File: src/rtl/dvp_capture_pkg.sv
// Shared definitions for the DVP capture path: FSM encoding, coordinate
// width and the RGB565 pixel layout consumed by the HDMI output path.
package dvp_capture_pkg;

    localparam int COORD_W = 12;
    localparam int BYTE_W  = 8;

    // RGB565 layout {r, g, b}, shared with the output path.
    localparam int RGB_R_W = 5;
    localparam int RGB_G_W = 6;
    localparam int RGB_B_W = 5;
    localparam int PIX_W   = RGB_R_W + RGB_G_W + RGB_B_W;

    localparam logic [COORD_W-1:0] COORD_MAX = '1;

    typedef enum logic [1:0] {
        IDLE = 2'd0,
        SKIP = 2'd1,
        CAPT = 2'd2
    } cap_state_t;

endpackage

File: src/rtl/dvp_byte_packer.sv
// Front end of the DVP receiver: registers the camera bus once, detects
// frame start and line end, and pairs bytes (high first) into pixels.
module dvp_byte_packer
    import dvp_capture_pkg::*;
#(
    parameter logic VS_POL = 1'b1
) (
    input  logic              video_clk,
    input  logic              rst_n,
    input  logic              cam_vsync,
    input  logic              cam_href,
    input  logic [BYTE_W-1:0] cam_data,
    output logic              fs,
    output logic              href_fall,
    output logic              odd_drop,
    output logic              pix_vld_p1,
    output logic [PIX_W-1:0]  pix_data_p1
);

    logic              vs_r;
    logic              vs_d;
    logic              href_r;
    logic              href_d;
    logic [BYTE_W-1:0] data_r;
    logic [BYTE_W-1:0] hi_byte;
    logic              phase;

    // Sample the camera bus once; keep one more copy of the syncs for edges.
    always_ff @(posedge video_clk or negedge rst_n) begin
        if (!rst_n) begin
            vs_r   <= 1'b0;
            vs_d   <= 1'b0;
            href_r <= 1'b0;
            href_d <= 1'b0;
            data_r <= '0;
        end else begin
            vs_r   <= cam_vsync;
            vs_d   <= vs_r;
            href_r <= cam_href;
            href_d <= href_r;
            data_r <= cam_data;
        end
    end

    assign fs        = (vs_r == VS_POL) && (vs_d != VS_POL);
    assign href_fall = href_d && !href_r;
    // Line ended right after a high byte: that byte has no partner.
    assign odd_drop  = href_fall && phase;

    // Byte phase toggles through a line; frame start resynchronises it.
    always_ff @(posedge video_clk or negedge rst_n) begin
        if (!rst_n) begin
            phase   <= 1'b0;
            hi_byte <= '0;
        end else begin
            if (fs || !href_r) begin
                phase <= 1'b0;
            end else begin
                phase <= ~phase;
            end
            if (href_r && !phase) begin
                hi_byte <= data_r;
            end
        end
    end

    assign pix_vld_p1  = href_r && phase && !fs;
    assign pix_data_p1 = {hi_byte, data_r};

endmodule

File: src/rtl/dvp_capture.sv
// DVP camera capture: frame-skip/capture FSM, x/y counters and the
// registered RGB565 pixel stream. Optional line/frame size measurement is
// built when DVP_TIMING_MEAS_EN is defined; otherwise its outputs are 0.
module dvp_capture
    import dvp_capture_pkg::*;
#(
    parameter logic [COORD_W-1:0] H_ACTIVE   = 12'd1280,
    parameter logic [COORD_W-1:0] V_ACTIVE   = 12'd720,
    parameter logic               VS_POL     = 1'b1,
    parameter logic [3:0]         FRAME_SKIP = 4'd3
) (
    input  logic               video_clk,
    input  logic               rst_n,
    input  logic               capture_en,
    input  logic               cam_vsync,
    input  logic               cam_href,
    input  logic [BYTE_W-1:0]  cam_data,
    output logic [PIX_W-1:0]   video_data,
    output logic               video_de,
    output logic               video_vs,
    output logic               frame_done,
    output logic [COORD_W-1:0] active_x,
    output logic [COORD_W-1:0] active_y,
    output logic [COORD_W-1:0] meas_width,
    output logic [COORD_W-1:0] meas_height,
    output logic               size_err
);

    logic               fs;
    logic               href_fall;
    logic               odd_drop;
    logic               pix_vld_p1;
    logic [PIX_W-1:0]   pix_data_p1;

    cap_state_t         state;
    cap_state_t         state_nxt;
    logic [3:0]         skip_cnt;
    logic [3:0]         skip_nxt;
    logic               vs_set;
    logic               done_set;
    logic [COORD_W-1:0] x_cnt;
    logic [COORD_W-1:0] y_cnt;
    logic               pix_keep;

    dvp_byte_packer #(
        .VS_POL (VS_POL)
    ) u_packer (
        .video_clk   (video_clk),
        .rst_n       (rst_n),
        .cam_vsync   (cam_vsync),
        .cam_href    (cam_href),
        .cam_data    (cam_data),
        .fs          (fs),
        .href_fall   (href_fall),
        .odd_drop    (odd_drop),
        .pix_vld_p1  (pix_vld_p1),
        .pix_data_p1 (pix_data_p1)
    );

    // FSM state and settle-frame counter.
    always_ff @(posedge video_clk or negedge rst_n) begin
        if (!rst_n) begin
            state    <= IDLE;
            skip_cnt <= '0;
        end else begin
            state    <= state_nxt;
            skip_cnt <= skip_nxt;
        end
    end

    // Transitions only happen at frame start; capture_en is looked at there.
    always_comb begin
        state_nxt = state;
        skip_nxt  = skip_cnt;
        vs_set    = 1'b0;
        done_set  = 1'b0;
        if (fs) begin
            case (state)
                IDLE: begin
                    if (capture_en) begin
                        skip_nxt = '0;
                        if (FRAME_SKIP == 4'd0) begin
                            state_nxt = CAPT;
                            vs_set    = 1'b1;
                        end else begin
                            state_nxt = SKIP;
                        end
                    end
                end
                SKIP: begin
                    if (!capture_en) begin
                        state_nxt = IDLE;
                    end else begin
                        skip_nxt = skip_cnt + 4'd1;
                        if (skip_cnt + 4'd1 == FRAME_SKIP) begin
                            state_nxt = CAPT;
                            vs_set    = 1'b1;
                        end
                    end
                end
                CAPT: begin
                    done_set = 1'b1;
                    if (capture_en) begin
                        vs_set = 1'b1;
                    end else begin
                        state_nxt = IDLE;
                    end
                end
                default: state_nxt = IDLE;
            endcase
        end
    end

    // Position counters; frame start overrides everything, x saturates.
    always_ff @(posedge video_clk or negedge rst_n) begin
        if (!rst_n) begin
            x_cnt <= '0;
            y_cnt <= '0;
        end else if (fs) begin
            x_cnt <= '0;
            y_cnt <= '0;
        end else if (href_fall) begin
            x_cnt <= '0;
            if ((x_cnt != '0) && (y_cnt != COORD_MAX)) begin
                y_cnt <= y_cnt + 12'd1;
            end
        end else if (pix_vld_p1 && (x_cnt != COORD_MAX)) begin
            x_cnt <= x_cnt + 12'd1;
        end
    end

    assign pix_keep = pix_vld_p1 && (state == CAPT) &&
                      (x_cnt < H_ACTIVE) && (y_cnt < V_ACTIVE);

    // Output stage: pixel and coordinates hold between strobes.
    always_ff @(posedge video_clk or negedge rst_n) begin
        if (!rst_n) begin
            video_data <= '0;
            video_de   <= 1'b0;
            video_vs   <= 1'b0;
            frame_done <= 1'b0;
            active_x   <= '0;
            active_y   <= '0;
        end else begin
            video_de   <= pix_keep;
            video_vs   <= vs_set;
            frame_done <= done_set;
            if (pix_keep) begin
                video_data <= pix_data_p1;
                active_x   <= x_cnt;
                active_y   <= y_cnt;
            end
        end
    end

`ifdef DVP_TIMING_MEAS_EN
    logic [COORD_W-1:0] meas_w_q;
    logic [COORD_W-1:0] meas_h_q;
    logic               err_q;

    // Latch measured sizes while capturing; error is sticky until disable.
    always_ff @(posedge video_clk or negedge rst_n) begin
        if (!rst_n) begin
            meas_w_q <= '0;
            meas_h_q <= '0;
            err_q    <= 1'b0;
        end else begin
            if ((state == CAPT) && href_fall && !fs) begin
                meas_w_q <= x_cnt;
            end
            if ((state == CAPT) && fs) begin
                meas_h_q <= y_cnt;
            end
            if (!capture_en) begin
                err_q <= 1'b0;
            end else if ((state == CAPT) &&
                         ((href_fall && !fs && ((x_cnt != H_ACTIVE) || odd_drop)) ||
                          (fs && (y_cnt != V_ACTIVE)))) begin
                err_q <= 1'b1;
            end
        end
    end

    assign meas_width  = meas_w_q;
    assign meas_height = meas_h_q;
    assign size_err    = err_q;
`else
    logic meas_unused;
    assign meas_unused = odd_drop;
    assign meas_width  = '0;
    assign meas_height = '0;
    assign size_err    = 1'b0;
`endif

endmodule

File: config.mk
export PLATFORM = sky130hd
export DESIGN_NAME = dvp_capture
export DESIGN_NICKNAME = d
export VERILOG_FILES = /design/src/rtl/dvp_capture_pkg.sv /design/src/rtl/dvp_byte_packer.sv /design/src/rtl/dvp_capture.sv
export SDC_FILE = /design/constraint.sdc
export NUM_CORES = 1
export LEC_CHECK = 0
export BUFFER_PORTS_ARGS = -buffer_cell sky130_fd_sc_hd__buf_2
export CAP_MARGIN = 10
export CORE_ASPECT_RATIO = 1.4
export CORE_MARGIN = 1.5
export CORE_UTILIZATION = 45
export DETAILED_ROUTE_END_ITERATION = 8
export PLACE_DENSITY_LB_ADDON = 0.05
export SYNTH_ARGS = -nofsm -noshare
export SYNTH_HDL_FRONTEND = slang
export SYNTH_SLANG_ARGS = --single-unit
export TNS_END_PERCENT = 30
File: constraint.sdc
create_clock -name video_clk -period 2.1 [get_ports video_clk]
set_input_delay 0.21 -clock video_clk [delete_from_list [all_inputs] [get_ports video_clk]]
set_output_delay 0.21 -clock video_clk [all_outputs]
set_load 0.03 [all_outputs]
==> run metrics <==
status complete, no violations; final-report setup violation count 0; Nets approximately 440; final hold violation count 0; Tmin final ~1900 ps; IO Pins between 80 and 90; largest net degree at the start of global routing between 40 and 50; clock skew roughly 7.9 ps; post-synthesis mux area share between 10% and 20%; routed vias about 2,700; Critical R2R Capture y_cnt[3]$_DFFE_PN0P_; delay-heaviest family, CP simple AND/OR/NAND/NOR gates; WP data required 2370 ps; top-area cell type share of the netlist area between 50 and 60%; area added between synthesis and finish 18.1%; Post-Synth Adder-Cell Area under 10%; Max clock buf depth 2; Non-Filler Instances between 500 and 600; Pre-Repair DR Iteration Count 4; Site Rows 41; CP Launch Type flip-flop; initial antenna violation count 0; syn avg cell area 12.1 sq um; register area share after synthesis a little under three fifths; Post-Synth XOR/XNOR Area about 3.5%; Post-Syn Instances about 350; Setup CP Type flip-flop to flip-flop; Num CTS Buffers 9; Root Driver clkbuf_16; largest cells by area after synthesis dfrtp_1 (56%), mux2_2 (11%), buf_4 (4.5%); complex-gate fraction of the synthesized area under 10%; DR DRC count 0; clock sink count between 90 and 100; hold_sp capture_en; Final GP Congestion 0.901; Routed Antenna Nets 0; Switching Fraction between 30% and 40%; Leak roughly 2.5 nW; Warnings, synthesis 0; Worst-path clk slew roughly 70 ps; internal power approximately 3.2 mW; global-route usage over all layers 16.4%; leading area contributor after synthesis dfrtp_1; vias in the first global route between 2,000 and 3,000; Die Span Y approximately 120 um; drt initial violations 99; Synth top cells by count dfrtp_1 (94), mux2_2 (41), buf_4 (25), nor2_1 (19), nand2_1 (18); synthesized area between 4000 and 5000 sq um; Power Density roughly 940 nW/um^2; setup TNS 0 ps; Die Wd about 85 um; IO buf count 55; Clk pwr share 34.0%; Critical Path End Type flip-flop; Yosys cell types 45; Pins Over Slew Limit 0; largest family of logic cells by synthesized area simple AND/OR/NAND/NOR gates; worst vdd ir roughly 0.00056 V; ys async rst share 100%; RSZ-0062 raised after global routing false; max_cap viols 0; Hold/Removal Path Class input pin to flip-flop; Worst Path Max Fanout 9; Main synth FF type dfrtp_1; Max stage delay on crit path between 300 and 400 ps; Tot Pwr between 4 and 5 mW; hold path depth 3; CTS tree done; Seq cells post-synth 94; Via density approximately 5.0; Simple-Gate Fraction of Synth Area about 16%; reg-to-reg setup timing slack 220 ps; hold_buf cts 11; first-pass GRT wire length 12,600 um; slowest library cell on the worst path dfrtp_1; die area roughly 10000 sq um; CP Cell Sequence inv_1, ha_1, nor4b_2, a31oi_4, nand2_4, or3_1, a21oi_1; WP data arrival roughly 2200 ps; total gr overflow 0; clk_lat worst skew roughly 350 ps; diodes inserted 0; Placed Cells around 510; Buf/Inv on CP 1; reg2reg path depth 7; RR Startpoint x_cnt[0]$_DFFE_PN0P_; Initial Util around 46%; max frequency roughly 530 MHz; sequential share of power 46.4%; H-tree Lvls 3; Comb pwr share roughly a fifth; detailed placement HPWL around 5300 um; share of cells above drive strength 1 30.7%; hold worst-path end state[1]$_DFFE_PN0P_; Psw around 1.5 mW; Post CTS Setup Buffer Count 0; post-cts gate resize count 0; fill cell count 817; final cycle utilization of the critical path roughly nine tenths; final core occ 54.9%; most numerous cell in the Yosys netlist dfrtp_1; DR WL/cell ~14 um; core footprint roughly 9000 sq um; EDFF count, synth 0; DRT Wirelength approximately 7500 um
worst min-delay path: stages:
cell    delay, ps
buf_2         100
and2_1        150
o21a_1        120
power by group through the flow:
| stage | Combinational [mW] | Sequential [mW] | Clock, mW |
|---|---|---|---|
| floorplan | 0.432 | 2.43 | 0 |
| global placement | 0.898 | 2.19 | 0 |
| detailed placement | 0.912 | 2.20 | 0 |
| CTS | 0.931 | 2.17 | 1.66 |
| global route | 0.999 | 2.20 | 1.72 |
| finish | 0.917 | 2.16 | 1.59 |
logic make-up (layout without fill, tap and decap cells):
kind of cell / count (synthesis) / after routing
XOR/XNOR: 17 / 17
adder cells (fa/ha/maj): 8 / 8
flip-flops: 94 / 94
AND/OR/NAND/NOR: 109 / 109
buffers and inverters: 42 / 99
multiplexers: 43 / 43
AO/OA/AOI/OAI: 32 / 32
other: 1 / 25
sequential cells by signal (all words and copies together), names as in the netlist, 4 cells and up:
| register | cells |
|---|---|
| active_y | 12 |
| skip_cnt | 4 |
| video_data | 16 |
| x_cnt | 12 |
| u_packer.data_r | 8 |
| y_cnt | 12 |
| active_x | 12 |
| u_packer.hi_byte | 8 |
layer usage:
layer | vias to the layer above | global-route usage [%] | wire length [um]
met2 | 58 | 26.8 | 3770
met1 | 1295 | 19.8 | 3180
met5 | - | 0 | 0
met4 | 0 | 8.49 | 218
met3 | 17 | 4.77 | 319
li1 | 1305 | - | -
worst max-delay path by stage:
stage	start	end	slack, ps	cells after the start
5_1_grt	x_cnt[0]$_DFFE_PN0P_	y_cnt[3]$_DFFE_PN0P_	110	7
2_1_floorplan	x_cnt[0]$_DFFE_PN0P_	y_cnt[3]$_DFFE_PN0P_	440	7
4_1_cts	x_cnt[0]$_DFFE_PN0P_	y_cnt[3]$_DFFE_PN0P_	210	7
6_report	x_cnt[0]$_DFFE_PN0P_	y_cnt[3]$_DFFE_PN0P_	220	7
3_5_place_dp	x_cnt[0]$_DFFE_PN0P_	y_cnt[3]$_DFFE_PN0P_	230	7
3_3_place_gp	x_cnt[0]$_DFFE_PN0P_	y_cnt[3]$_DFFE_PN0P_	240	7
layout make-up:
cell class	count	area (sq um)	area share [%]
clock buffers	9	225	4.55
clock inverters	7	73.8	1.49
inverters	10	37.5	0.758
multi-input cells	234	1680	33.9
flip-flops and latches	94	2350	47.5
well taps	107	134	2.70
repair buffers	73	453	9.14
through the flow:
step                area (sq um)  hold slack [ps]  setup slack [ps]
global route                4950              287               105
CTS                         4950              254               206
finish                      4950              266               222
floorplan                   4290            -85.6               439
global placement            4540              140               236
detailed placement          4540              139               229
cell usage in the layout (no fill, tap or decap), types with 3 or more instances in the layout:
cell,n
ha_1,8
dlygate4sd3_1,11
nand4_1,8
xnor2_1,8
and4_1,3
nand3_1,15
and2_1,14
buf_2,54
inv_1,10
nor3_1,6
xor2_1,9
conb_1,25
nand2_1,18
a21oi_1,6
and3_1,3
dfrtp_1,94
mux2_2,41
o21ai_0,16
clkbuf_16,9
nor2_1,19
buf_4,7
Note: power is estimated with default switching activity, not from simulation.
